===== src/rtl/ex_mem_stage_reg.sv =====
// EX/MEM pipeline stage register with valid/ready handshake, optional
// 2-entry skid buffer, synchronous flush and bubble gating of control fields.
module ex_mem_stage_reg #(
  parameter int unsigned DATA_W = 32,
  parameter int unsigned REG_W  = 5,
  parameter int unsigned WB_W   = 2,
  parameter int unsigned M_W    = 2,
  parameter int unsigned SKID   = 1
) (
  input  logic              clk,
  input  logic              rst,
  input  logic              flush,
  input  logic              in_valid,
  output logic              in_ready,
  input  logic [WB_W-1:0]   ctlwb_in,
  input  logic [M_W-1:0]    ctlm_in,
  input  logic [DATA_W-1:0] adder_in,
  input  logic [DATA_W-1:0] alu_result_in,
  input  logic [DATA_W-1:0] rdata2_in,
  input  logic [REG_W-1:0]  muxout_in,
  output logic              out_valid,
  input  logic              out_ready,
  output logic [WB_W-1:0]   ctlwb_out,
  output logic [M_W-1:0]    ctlm_out,
  output logic [DATA_W-1:0] adder_out,
  output logic [DATA_W-1:0] alu_result_out,
  output logic [DATA_W-1:0] rdata2_out,
  output logic [REG_W-1:0]  muxout_out
);

  typedef struct packed {
    logic [WB_W-1:0]   wb;
    logic [M_W-1:0]    m;
    logic [DATA_W-1:0] adder;
    logic [DATA_W-1:0] alu;
    logic [DATA_W-1:0] rdata2;
    logic [REG_W-1:0]  rd;
  } entry_t;

  // State bits are {main_v, skid_v}
  typedef enum logic [1:0] {
    EMPTY = 2'b00,
    ONE   = 2'b10,
    FULL  = 2'b11
  } state_t;

  state_t state_q, state_d;
  entry_t in_e, main_q, skid_q;
  logic   main_v, skid_v;
  logic   accept, retire;
  logic   ld_main_in, ld_main_skid, ld_skid;

  assign main_v = state_q[1];
  assign skid_v = state_q[0];

  assign in_e = '{wb: ctlwb_in, m: ctlm_in, adder: adder_in,
                  alu: alu_result_in, rdata2: rdata2_in, rd: muxout_in};

  // Ready: registered-only in skid mode, pass-through of out_ready otherwise
  generate
    if (SKID != 0) begin : g_skid_rdy
      assign in_ready = !skid_v;
    end else begin : g_flow_rdy
      assign in_ready = !main_v || out_ready;
    end
  endgenerate

  assign accept = in_valid && in_ready;
  assign retire = main_v && out_ready;

  // State register
  always_ff @(posedge clk) begin
    if (rst) begin
      state_q <= EMPTY;
    end else begin
      state_q <= state_d;
    end
  end

  // Next-state logic; flush squashes everything held or arriving
  always_comb begin
    state_d = state_q;
    case (state_q)
      EMPTY: if (accept) state_d = ONE;
      ONE: begin
        if (accept && !retire)      state_d = FULL;
        else if (!accept && retire) state_d = EMPTY;
      end
      FULL:    if (retire) state_d = ONE;
      default: state_d = EMPTY;
    endcase
    if (flush) state_d = EMPTY;
  end

  // Data-load controls; a flush leaves data registers untouched
  always_comb begin
    ld_main_in   = 1'b0;
    ld_main_skid = 1'b0;
    ld_skid      = 1'b0;
    if (!flush) begin
      case (state_q)
        EMPTY: ld_main_in = accept;
        ONE: begin
          ld_main_in = accept && retire;
          ld_skid    = (SKID != 0) && accept && !retire;
        end
        FULL:    ld_main_skid = retire;
        default: ;
      endcase
    end
  end

  // Main and skid payload registers
  always_ff @(posedge clk) begin
    if (rst) begin
      main_q <= '0;
      skid_q <= '0;
    end else begin
      if (ld_main_in)        main_q <= in_e;
      else if (ld_main_skid) main_q <= skid_q;
      if (ld_skid)           skid_q <= in_e;
    end
  end

  // Head entry; control fields gated so a bubble never writes anything
  assign out_valid      = main_v;
  assign ctlwb_out      = main_v ? main_q.wb : '0;
  assign ctlm_out       = main_v ? main_q.m  : '0;
  assign adder_out      = main_q.adder;
  assign alu_result_out = main_q.alu;
  assign rdata2_out     = main_q.rdata2;
  assign muxout_out     = main_q.rd;

endmodule


===== config.mk =====
export PLATFORM = sky130hd
export DESIGN_NAME = ex_mem_stage_reg
export DESIGN_NICKNAME = d
export VERILOG_FILES = /design/src/rtl/ex_mem_stage_reg.sv
export SDC_FILE = /design/constraint.sdc
export NUM_CORES = 1
export LEC_CHECK = 0
export BUFFER_PORTS_ARGS = -buffer_cell sky130_fd_sc_hd__buf_2
export CORE_UTILIZATION = 40
export CTS_BUF_LIST = sky130_fd_sc_hd__clkbuf_8
export DETAILED_ROUTE_END_ITERATION = 8
export REMOVE_ABC_BUFFERS = 1
export SLEW_MARGIN = 20
export SYNTH_ARGS = -nofsm -noshare
export SYNTH_HDL_FRONTEND = slang
export SYNTH_SLANG_ARGS = --single-unit

===== constraint.sdc =====
create_clock -name clk -period 3.4 [get_ports clk]
set_input_delay 0.17 -clock clk [delete_from_list [all_inputs] [get_ports clk]]
set_output_delay 0.17 -clock clk [all_outputs]
set_load 0.05 [all_outputs]

==> summary.txt, run 1 <==
Drt
  • Vias after detailed routing: 7694
  • Wire per inst: 14.02 µm
  • Total Wirelength: 22.50 mm
  • Routed Antenna Nets: 0
  • Initial DRC count: 408
  • TritonRoute pass-1 iters: 5
  • DRC: 0
  • Via density: about 4.8

STA
  • RSZ-0062 raised after global routing: false
  • TNS Setup: 0 ns
  • Final Hold Viols: 0
  • Slew @ Worst Pin: 0.7789 ns
  • Crit path time final: 2.413 ns
  • Slew headroom: between 40% and 50%
  • Fin Clk Skew: around 0.0090 ns
  • Max Fclk: 0.4145 GHz
  • Setup ws final: about 1 ns
  • Final slew viol count: 0
  • Setup Viol. Count Final: 0
  • Part of the cycle the worst path needs: 70.96%

Finish
  • Diodes inserted: 0
  • Nets: around 1400
  • Layout cells sized above 1: 31.42%
  • Core Util, Final: roughly 52%
  • Area Overhead vs Synth: 26.36%
  • Fillcell total: 2209
  • Post-Layout Cell Count: approximately 1600

Yosys
  • Synthesized area: 9734 µm²
  • Register area share after synthesis: 43.60%
  • Top-area cell type share of the netlist area: a little over two fifths
  • Syn_area_per_cell: just over 9 µm²
  • Post-synth top area cell: dfxtp_1
  • Synth Flop Type: dfxtp_1
  • Synth area leaders: dfxtp_1, a211oi_2, mux2i_1
  • Netlist cell types: 30
  • Commonest cells in the netlist: dfxtp_1, nand2_1, buf_4
  • Ys async rst share: 0%
  • Ys Warns: 0
  • Gate Count Post-Synth: 1055
  • Top-count cell post-synth: dfxtp_1
  • EDFF count, synth: 0
  • Seq cells post-synth: 212

Worst setup path
  • Reg-to-Reg End: rdata2_out[9]
  • CP Cell Sequence: inv_1, ha_1, a31oi_1, or3_4, buf_4, nor2_1, a211oi_2
  • Critical path's top delay family: simple AND/OR/NAND/NOR gates
  • CP peak stage delay: 0.60 ns
  • FF-to-FF path depth: 7
  • FF-to-FF setup slack: 0.99 ns
  • Buffers & Inverters on Critical Path: 2
  • CP max-delay cell: or3_4
  • Critical Path RT: 3.82 ns
  • Startpoint type of the worst setup path: flip-flop
  • Crit Reg-Reg Startpoint: state_q[1]
  • Critical-path maximum fanout: 47
  • Arrival @ worst endpoint: 2.84 ns
  • Crit path kind: flip-flop to flip-flop
  • CP endpoint kind: flip-flop

Power and ir drop
  • Switching share of power: 27.41%
  • NetSw: 1.746 mW
  • Leak pwr: 5.625 nW
  • Pwr Density: 517.9 nW/µm²
  • Clock power share: 42.9%
  • Internal power: 4.624 mW
  • Tot Pwr: ~6.4 mW
  • Combinational power share: 15.4%
  • VDD IR max: between 0.2 and 0.3 mV
  • Seq pwr share: between 40% and 50%

Global route
  • Met3 usage: 5.010%
  • Total grt overflow: 0
  • Largest net degree at the start of global routing: between 90 and 100
  • Vias in the first global route: 7444
  • Initial antenna violation count: 0
  • Met2 Usage GRT: 29.73%
  • M1 GR Usage: 21.85%
  • First-pass GRT wire length: 35.96 mm
  • GR Util All Layers: 17.70%
  • Busiest grt layer: met2

Clock network
  • H-tree depth: 2
  • Clock transition at path regs: around 0.060 ns
  • Clock tree buffer depth: 3
  • Clk root buf: clkbuf_8
  • Sink Count: 212
  • Total CTS buffers: 39
  • Skew-Pair Late Insertion Delay: 0.51 ns
  • CTS tree: built
  • Post-CTS Setup Inserts: 0

Worst hold path
  • Min-Delay Endpoint: state_q[0]
  • Min-delay worst type: input port to flip-flop
  • Hold Path Depth: 5
  • HP Start: out_ready

Flow run
  • Max Cap Violations: 0

Placement
  • Port bufs: roughly 220
  • Post-DP HPWL: 13.64 mm
  • DP Cell Count: 1429
  • Post-place setup slack: a little under 1 ns
  • Routability cong.: 0.7653

Floorplan
  • Initial Util: between 40% and 50%
  • Ports: between 200 and 250
  • Number of core rows: between 50 and 60
  • Die Ht: 158 µm
  • Die Width: 158 µm
  • Die ar.: 24960 µm²
  • Core Area: approximately 24000 µm²

Outcome
  • Status: finished clean
power groups by stage:
stage	clock network, mW	registers, mW	logic (mW)
CTS	2.82	2.66	0.986
global placement	0	2.71	0.882
finish	2.73	2.66	0.983
detailed placement	0	2.71	0.888
global route	2.94	2.67	1.05
floorplan	0	3.01	0.298
state kept, by name (all words and copies together), names as in the netlist:
name,cells
main_q,4
muxout_out,5
state_q,2
alu_result_out,32
rdata2_out,32
adder_out,32
skid_q,105
per-stage QoR:
stage	hold WS, ns	cell area, µm²
after floorplan	0.2346	8521
final	0.2031	12300
after global placement	0.4209	10330
after detailed placement	0.4282	10330
after CTS	0.1478	12300
after global routing	0.1982	12300
layout make-up:
| class | instances | area [µm²] | area share, % |
|---|---|---|---|
| Sequential cell | 212 | 4244 | 34.50 |
| Tap cell | 319 | 399.1 | 3.245 |
| Clock inverter | 14 | 137.6 | 1.119 |
| Inverter | 2 | 7.507 | 0.06103 |
| Timing Repair Buffer | 345 | 2461 | 20.01 |
| Clock buffer | 56 | 770.7 | 6.266 |
| Multi-Input combinational cell | 657 | 4280 | 34.80 |
tightest hold or removal path: cells and delay by family:
kind            cells  cell delay [ns]
compound gates      1             0.10
mux                 1             0.05
buf+inv             1             0.14
simple gates        2             0.20
metal layers:
metal	share of wire, %	wire, µm
met1	46	10250
met2	46	10400
met3	6.7	1500
met4	1.6	349
met5	0	0
how the worst max path moves through the flow:
stage | from | end | slack, ns | cells after the start
6_report | state_q[1] | rdata2_out[9] | 0.99 | 7
5_1_grt | state_q[1] | adder_out[22] | 0.78 | 7
4_1_cts | state_q[1] | rdata2_out[16] | 0.97 | 7
3_5_place_dp | state_q[1] | rdata2_out[16] | 0.99 | 7
3_3_place_gp | state_q[1] | adder_out[26] | 1.08 | 7
2_1_floorplan | state_q[1] | adder_out[0] | -3.57 | 4
kinds of logic after synthesis:
group / count (synthesis) / share of synthesized area, %
muxes: 106 / 10.90
and+or+nand+nor: 330 / 13.16
buffers and inverters: 186 / 12.55
AOI/OAI and AO/OA: 217 / 19.28
adders and majority gates: 4 / 0.5142
DFF: 212 / 43.60
timing repair:
action                                 in CTS  in global routing
endpoints found under the hold margin     211                  0
gates resized for setup                     0                  0
hold buffers                              106                  0
cells in the final DEF, fill, tap and decap left out, drive strengths merged:
| cell type | n |
|---|---|
| a2111o | 1 |
| a211oi | 105 |
| a21boi | 2 |
| a21oi | 105 |
| a31oi | 1 |
| a41o | 1 |
| and2 | 4 |
| buf | 238 |
| bufinv | 3 |
| clkbuf | 57 |
| clkinv | 2 |
| dfxtp | 212 |
| dlygate4sd3 | 106 |
| ha | 4 |
| inv | 11 |
| mux2i | 106 |
| nand2 | 211 |
| nand2b | 1 |
| nand3b | 1 |
| nand4b | 1 |
| nor2 | 106 |
| nor2b | 1 |
| nor3b | 1 |
| o21a | 1 |
| o41ai | 1 |
| or2 | 1 |
| or3 | 3 |
Note: power is estimated with default switching activity, not from simulation.
==> run 2: changes to the inputs <==
clock period = 2.2 ns   (was 3.4 ns; I/O delays follow)
==> run 2 against run 1 <==
- sequential share of layout area rose by 0.40 points
- non-clock buffer count fell by 3
- register-to-register slack got worse by 0.83 ns
==> summary.txt, run 2 (synthesized netlist as in run 1, its figures left out) <==
Finish
  • Design area: roughly 12000 µm²
  • Core Util, Final: 51.34%
  • Diodes inserted: 0
  • Layout cells sized above 1: 30.77%
  • Reg with most FFs: skid_q
  • Fillcell total: 2224
  • Area Overhead vs Synth: 24.91%
  • Nets: 1367
  • Max reg flops: 105
  • Commonest non-fill, non-tap cell in the layout: buf_2
  • Commonest cells after routing, fill and taps aside: buf_2, dfxtp_1, nand2_1

Worst setup path
  • Critical Path RT: 2.63 ns
  • Startpoint type of the worst setup path: flip-flop
  • Buffers & Inverters on Critical Path: 2
  • CP endpoint kind: flip-flop
  • Arrival @ worst endpoint: 2.47 ns
  • Number of cells on the critical path: 7
  • Critical Path Start: state_q[0]
  • FF-to-FF setup slack: 0.15 ns
  • Critical Path Sink: rdata2_out[0]
  • CP Cell Sequence: inv_1, ha_1, a31oi_1, or3_4, buf_16, nor2_1, a211oi_2
  • Reg-to-Reg End: rdata2_out[0]
  • Crit path kind: flip-flop to flip-flop
  • Critical-path maximum fanout: 77
  • CP max-delay cell: dfxtp_1
  • FF-to-FF path depth: 7
  • CP peak stage delay: 0.39 ns
  • Critical path's top delay family: buffers and inverters
  • Crit Reg-Reg Startpoint: state_q[0]

Placement
  • Port bufs: 216
  • Post-DP HPWL: 13.48 mm
  • Post-place setup slack: between 0.15 and 0.2 ns
  • Routability cong.: slightly above 0.7
  • DP Area: 10310 µm²

Floorplan
  • Die Ht: roughly 160 µm
  • Initial Util: 41.10%
  • Core Area: 23680 µm²
  • Number of core rows: 56
  • Die Width: approximately 160 µm
  • Ports: 217
  • Die ar.: between 20000 and 25000 µm²

Clock network
  • Clock tree buffer depth: 3
  • Clk root buf: clkbuf_8
  • Sink Count: 212
  • CTS tree: built
  • H-tree depth: 2
  • Skew-Pair Late Insertion Delay: 0.52 ns
  • Clock transition at path regs: 0.06 ns
  • Total CTS buffers: 38

STA
  • Setup Viol. Count Final: 0
  • Slew headroom: 67.22%
  • Slew @ Worst Pin: roughly 0.5 ns
  • Max Fclk: 0.4889 GHz
  • Final Hold Viols: 0
  • Fin Clk Skew: between 0.01 and 0.015 ns
  • Final slew viol count: 0
  • Setup ws final: 0.1547 ns
  • TNS Setup: 0 ns
  • Crit path time final: 2.045 ns
  • RSZ-0062 raised after global routing: false
  • Part of the cycle the worst path needs: 92.97%

Drt
  • Via density: 4.805
  • Vias after detailed routing: between 7000 and 8000
  • DRC: 0
  • Initial DRC count: around 440
  • Total Wirelength: 22.39 mm
  • Routed Antenna Nets: 0
  • TritonRoute pass-1 iters: 4
  • Wire per inst: 14.05 µm

Power and ir drop
  • Leak pwr: 5.549 nW
  • VDD IR max: 0.5613 mV
  • Pwr Density: 773.9 nW/µm²

Outcome
  • Status: finished clean

Global route
  • Initial antenna violation count: 0
  • GR Util All Layers: between 15 and 20%
  • Largest net degree at the start of global routing: 78
  • Total grt overflow: 0
  • Vias in the first global route: 7230
  • First-pass GRT wire length: roughly 35 mm

Worst hold path
  • Min-delay worst type: input port to flip-flop

Flow run
  • Max Cap Violations: 0
==> run 2: layout make-up <==
type	count	area [µm²]	share of cell area, %
clock inverters	11	93.84	0.7718
repair buffers	342	2446	20.12
well taps	319	399.1	3.283
clock buffers	50	688.2	5.660
inverters	2	7.507	0.06174
multi-input cells	657	4280	35.20
flip-flops and latches	212	4244	34.90
==> run 2: how the worst min path moves through the flow <==
| stage | end | slack [ns] | depth (start not counted) | startpoint |
|---|---|---|---|---|
| 3_3_place_gp | skid_q[36] | 0.36 | 3 | rdata2_in[31] |
| 6_report | skid_q[30] | 0.11 | 2 | rst |
| 4_1_cts | skid_q[30] | 0.10 | 2 | rst |
| 2_1_floorplan | adder_out[0] | 0.17 | 1 | rst |
| 3_5_place_dp | skid_q[63] | 0.37 | 3 | alu_result_in[26] |
| 5_1_grt | skid_q[104] | 0.13 | 2 | rst |
==> run 2: worst reg2reg max path: cells and delay by family (launching register included) <==
kind	cells	cell delay [ns]
AND/OR/NAND/NOR	2	0.53
buffers and inverters	2	0.46
flip-flops	1	0.39
AO/OA/AOI/OAI	2	0.39
adder cells (fa/ha/maj)	1	0.21
==> run 2: timing repair <==
item,in CTS,in global routing
hold buffers,106,0
gates resized for setup,0,1
buffers inserted,0,0
hold endpoints to repair,212,0
setup endpoints to repair,0,2
==> run 2: through the flow <==
stage               hold WS, ns  power, mW  cells
finish                   0.1114      9.410   1593
global placement         0.3642      5.535   1426
detailed placement       0.3662      5.549   1426
global route             0.1298      9.826   1593
floorplan                0.1746      5.119    871
CTS                      0.1036      9.532   1593
==> run 2: layer usage <==
metal / up-vias / GRT usage [%] / routed length (µm)
li1: 3856 / - / -
met1: 3573 / 22.14 / 10210
met2: 191 / 28.91 / 10430
met3: 35 / 4.845 / 1357
met4: 0 / 5.266 / 394
met5: - / 0 / 0
==> run 2: power by group <==
part | switching (mW) | total, mW | internal, mW
combinational | 0.987 | 1.51 | 0.522
sequential | 0.0867 | 4.10 | 4.02
clock | 1.56 | 3.80 | 2.24
==> run 3: changes to the inputs <==
CORE_UTILIZATION = 45   (was 40)
PLACE_DENSITY = 0.68   (was not set)
clock period = 2.55 ns   (was 2.2 ns; I/O delays follow)
==> run 3 against run 2 <==
- first-iteration DRC count down 31%
- register-to-register slack better by 0.20 ns
- critical endpoint is now rdata2_out[9]
- clock power down 19%
- global-route usage up 2.3 points
- largest cell class unchanged
- sequential share of layout area up 0.26 points
- critical path type unchanged
- sequential power down 14%
==> summary.txt, run 3 (synthesized netlist as in run 1, its figures left out) <==
Worst setup path
  • CP max-delay cell: dfxtp_1
  • Arrival @ worst endpoint: about 2.6 ns
  • Crit path kind: flip-flop to flip-flop
  • FF-to-FF path depth: 8
  • CP peak stage delay: 0.55 ns
  • Critical-path maximum fanout: 22
  • Critical Path RT: 2.97 ns
  • Most common cell on crit path: buf_12
  • Reg-to-Reg End: rdata2_out[9]
  • CP Cell Sequence: inv_1, ha_1, a31oi_1, or3_4, buf_12, buf_12, nor2_1, a211oi_2
  • FF-to-FF setup slack: around 0.35 ns
  • Startpoint type of the worst setup path: flip-flop
  • CP endpoint kind: flip-flop
  • Crit Reg-Reg Startpoint: state_q[1]

Clock network
  • Post-CTS Setup Inserts: 0
  • H-tree depth: 2
  • Total CTS buffers: 38
  • CTS tree: built
  • Clk root buf: clkbuf_8
  • Clock transition at path regs: 0.06 ns
  • Sink Count: about 210
  • Skew-Pair Late Insertion Delay: 0.51 ns
  • Clock tree buffer depth: 3
  • Post-CTS sizing: 0

STA
  • RSZ-0062 raised after global routing: false
  • Final slew viol count: 0
  • TNS Setup: 0 ns
  • Slew headroom: 59.87%
  • Setup Viol. Count Final: 0
  • Part of the cycle the worst path needs: 86.26%
  • Slew @ Worst Pin: 0.6019 ns
  • Final Hold Viols: 0
  • Fin Clk Skew: 0.008682 ns
  • Max Fclk: 0.4546 GHz
  • Worst Hold Margin: 0.1489 ns
  • Crit path time final: 2.200 ns

Placement
  • Routability cong.: 0.7549
  • Port bufs: 216
  • Post-DP HPWL: between 10 and 15 mm
  • DP Area: 10270 µm²
  • DP Cell Count: approximately 1400

Drt
  • Wire per inst: approximately 15 µm
  • Via density: 4.981
  • Initial DRC count: 303
  • Routed Antenna Nets: 0
  • Vias after detailed routing: between 7000 and 8000
  • DRC: 0
  • TritonRoute pass-1 iters: 4
  • Total Wirelength: 22.59 mm

Finish
  • Commonest non-fill, non-tap cell in the layout: buf_2
  • Commonest cells after routing, fill and taps aside: buf_2, dfxtp_1, nand2_1
  • Reg with most FFs: skid_q
  • Post-Layout Cell Count: 1551
  • Nets: 1368
  • Area Overhead vs Synth: 23.98%
  • Max reg flops: approximately 110
  • Design area: about 12000 µm²
  • Diodes inserted: 0
  • Fillcell total: 1873
  • Layout cells sized above 1: 30.64%

Global route
  • Vias in the first global route: 7487
  • Initial antenna violation count: 0
  • Total grt overflow: 0
  • Largest net degree at the start of global routing: 78
  • First-pass GRT wire length: 36.10 mm
  • GR Util All Layers: 19.86%

Worst hold path
  • Min-Delay Endpoint: state_q[0]
  • Min-delay worst type: input port to flip-flop
  • Hold Path Depth: 5
  • HP Start: out_ready

Outcome
  • Status: finished clean

Floorplan
  • Die Width: around 150 µm
  • Number of core rows: 53
  • Ports: ~220
  • Die ar.: 22220 µm²
  • Die Ht: 149.1 µm
  • Initial Util: 46.16%
  • Core Area: 21090 µm²

Power and ir drop
  • Leak pwr: 5.536 nW
  • Pwr Density: roughly 660 nW/µm²
  • Tot Pwr: roughly 7.9 mW
  • VDD IR max: ~0.45 mV

Flow run
  • Max Cap Violations: 0
run 3: cell count changes in the layout (fill, tap and decap cells not counted):
cell / change
inv_1: +3
clkinvlp_4: +1
clkbuf_8: -3
clkinv_2: +1
buf_16: -1
buf_12: +2
bufinv_16: -1
run 3: worst max-delay path, delay by kind of cell, from the launching register on:
family / cells / cell delay, ns
buf+inv: 3 / 0.56
fa+ha+maj: 1 / 0.25
simple gates: 2 / 0.37
compound gates: 2 / 0.36
flops: 1 / 0.55
run 3: layout make-up:
type                            instances  area [µm²]  share of cell area (%)
Multi-Input combinational cell        657        4280                   35.47
Sequential cell                       212        4244                   35.16
Timing Repair Buffer                  343        2459                   20.37
Clock buffer                           47       646.9                   5.360
Tap cell                              275       344.1                   2.851
Clock inverter                         15       87.58                  0.7257
Inverter                                2       7.507                 0.06220
run 3: worst max-delay path by stage:
stage,from,endpoint,cells past startpoint
2_1_floorplan,state_q[1],adder_out[0],4
3_5_place_dp,state_q[1],alu_result_out[23],7
3_3_place_gp,state_q[1],main_q[101],7
6_report,state_q[1],rdata2_out[9],8
4_1_cts,state_q[1],rdata2_out[23],8
5_1_grt,state_q[1],rdata2_out[23],8
run 3: what timing repair did:
item,4_1_cts,5_1_grt
hold buffers,106,0
endpoints found under the hold margin,211,0
setup endpoints to repair,0,0
run 3: routing by layer:
| metal | up-vias | global-route usage [%] | routed length [µm] |
|---|---|---|---|
| li1 | 3865 | - | - |
| met5 | - | 0 | 0 |
| met3 | 40 | 5.474 | 1451 |
| met1 | 3603 | 24.77 | 10140 |
| met4 | 0 | 7.041 | 503 |
| met2 | 217 | 32.72 | 10490 |
run 3: power by group:
| part | switching (mW) | internal, mW |
|---|---|---|
| sequential | 0.0770 | 3.47 |
| combinational | 0.861 | 0.464 |
| clock | 1.34 | 1.74 |
| total | 2.27 | 5.67 |
run 3: per-stage QoR:
| stage | worst slack [ns] | utilization, % |
|---|---|---|
| after floorplan | -4.418 | - |
| after global placement | 0.4995 | 48.72 |
| after detailed placement | 0.4296 | 48.72 |
| after CTS | 0.3612 | 57.23 |
| after global routing | 0.1688 | 57.23 |
| final | 0.3505 | 57.23 |
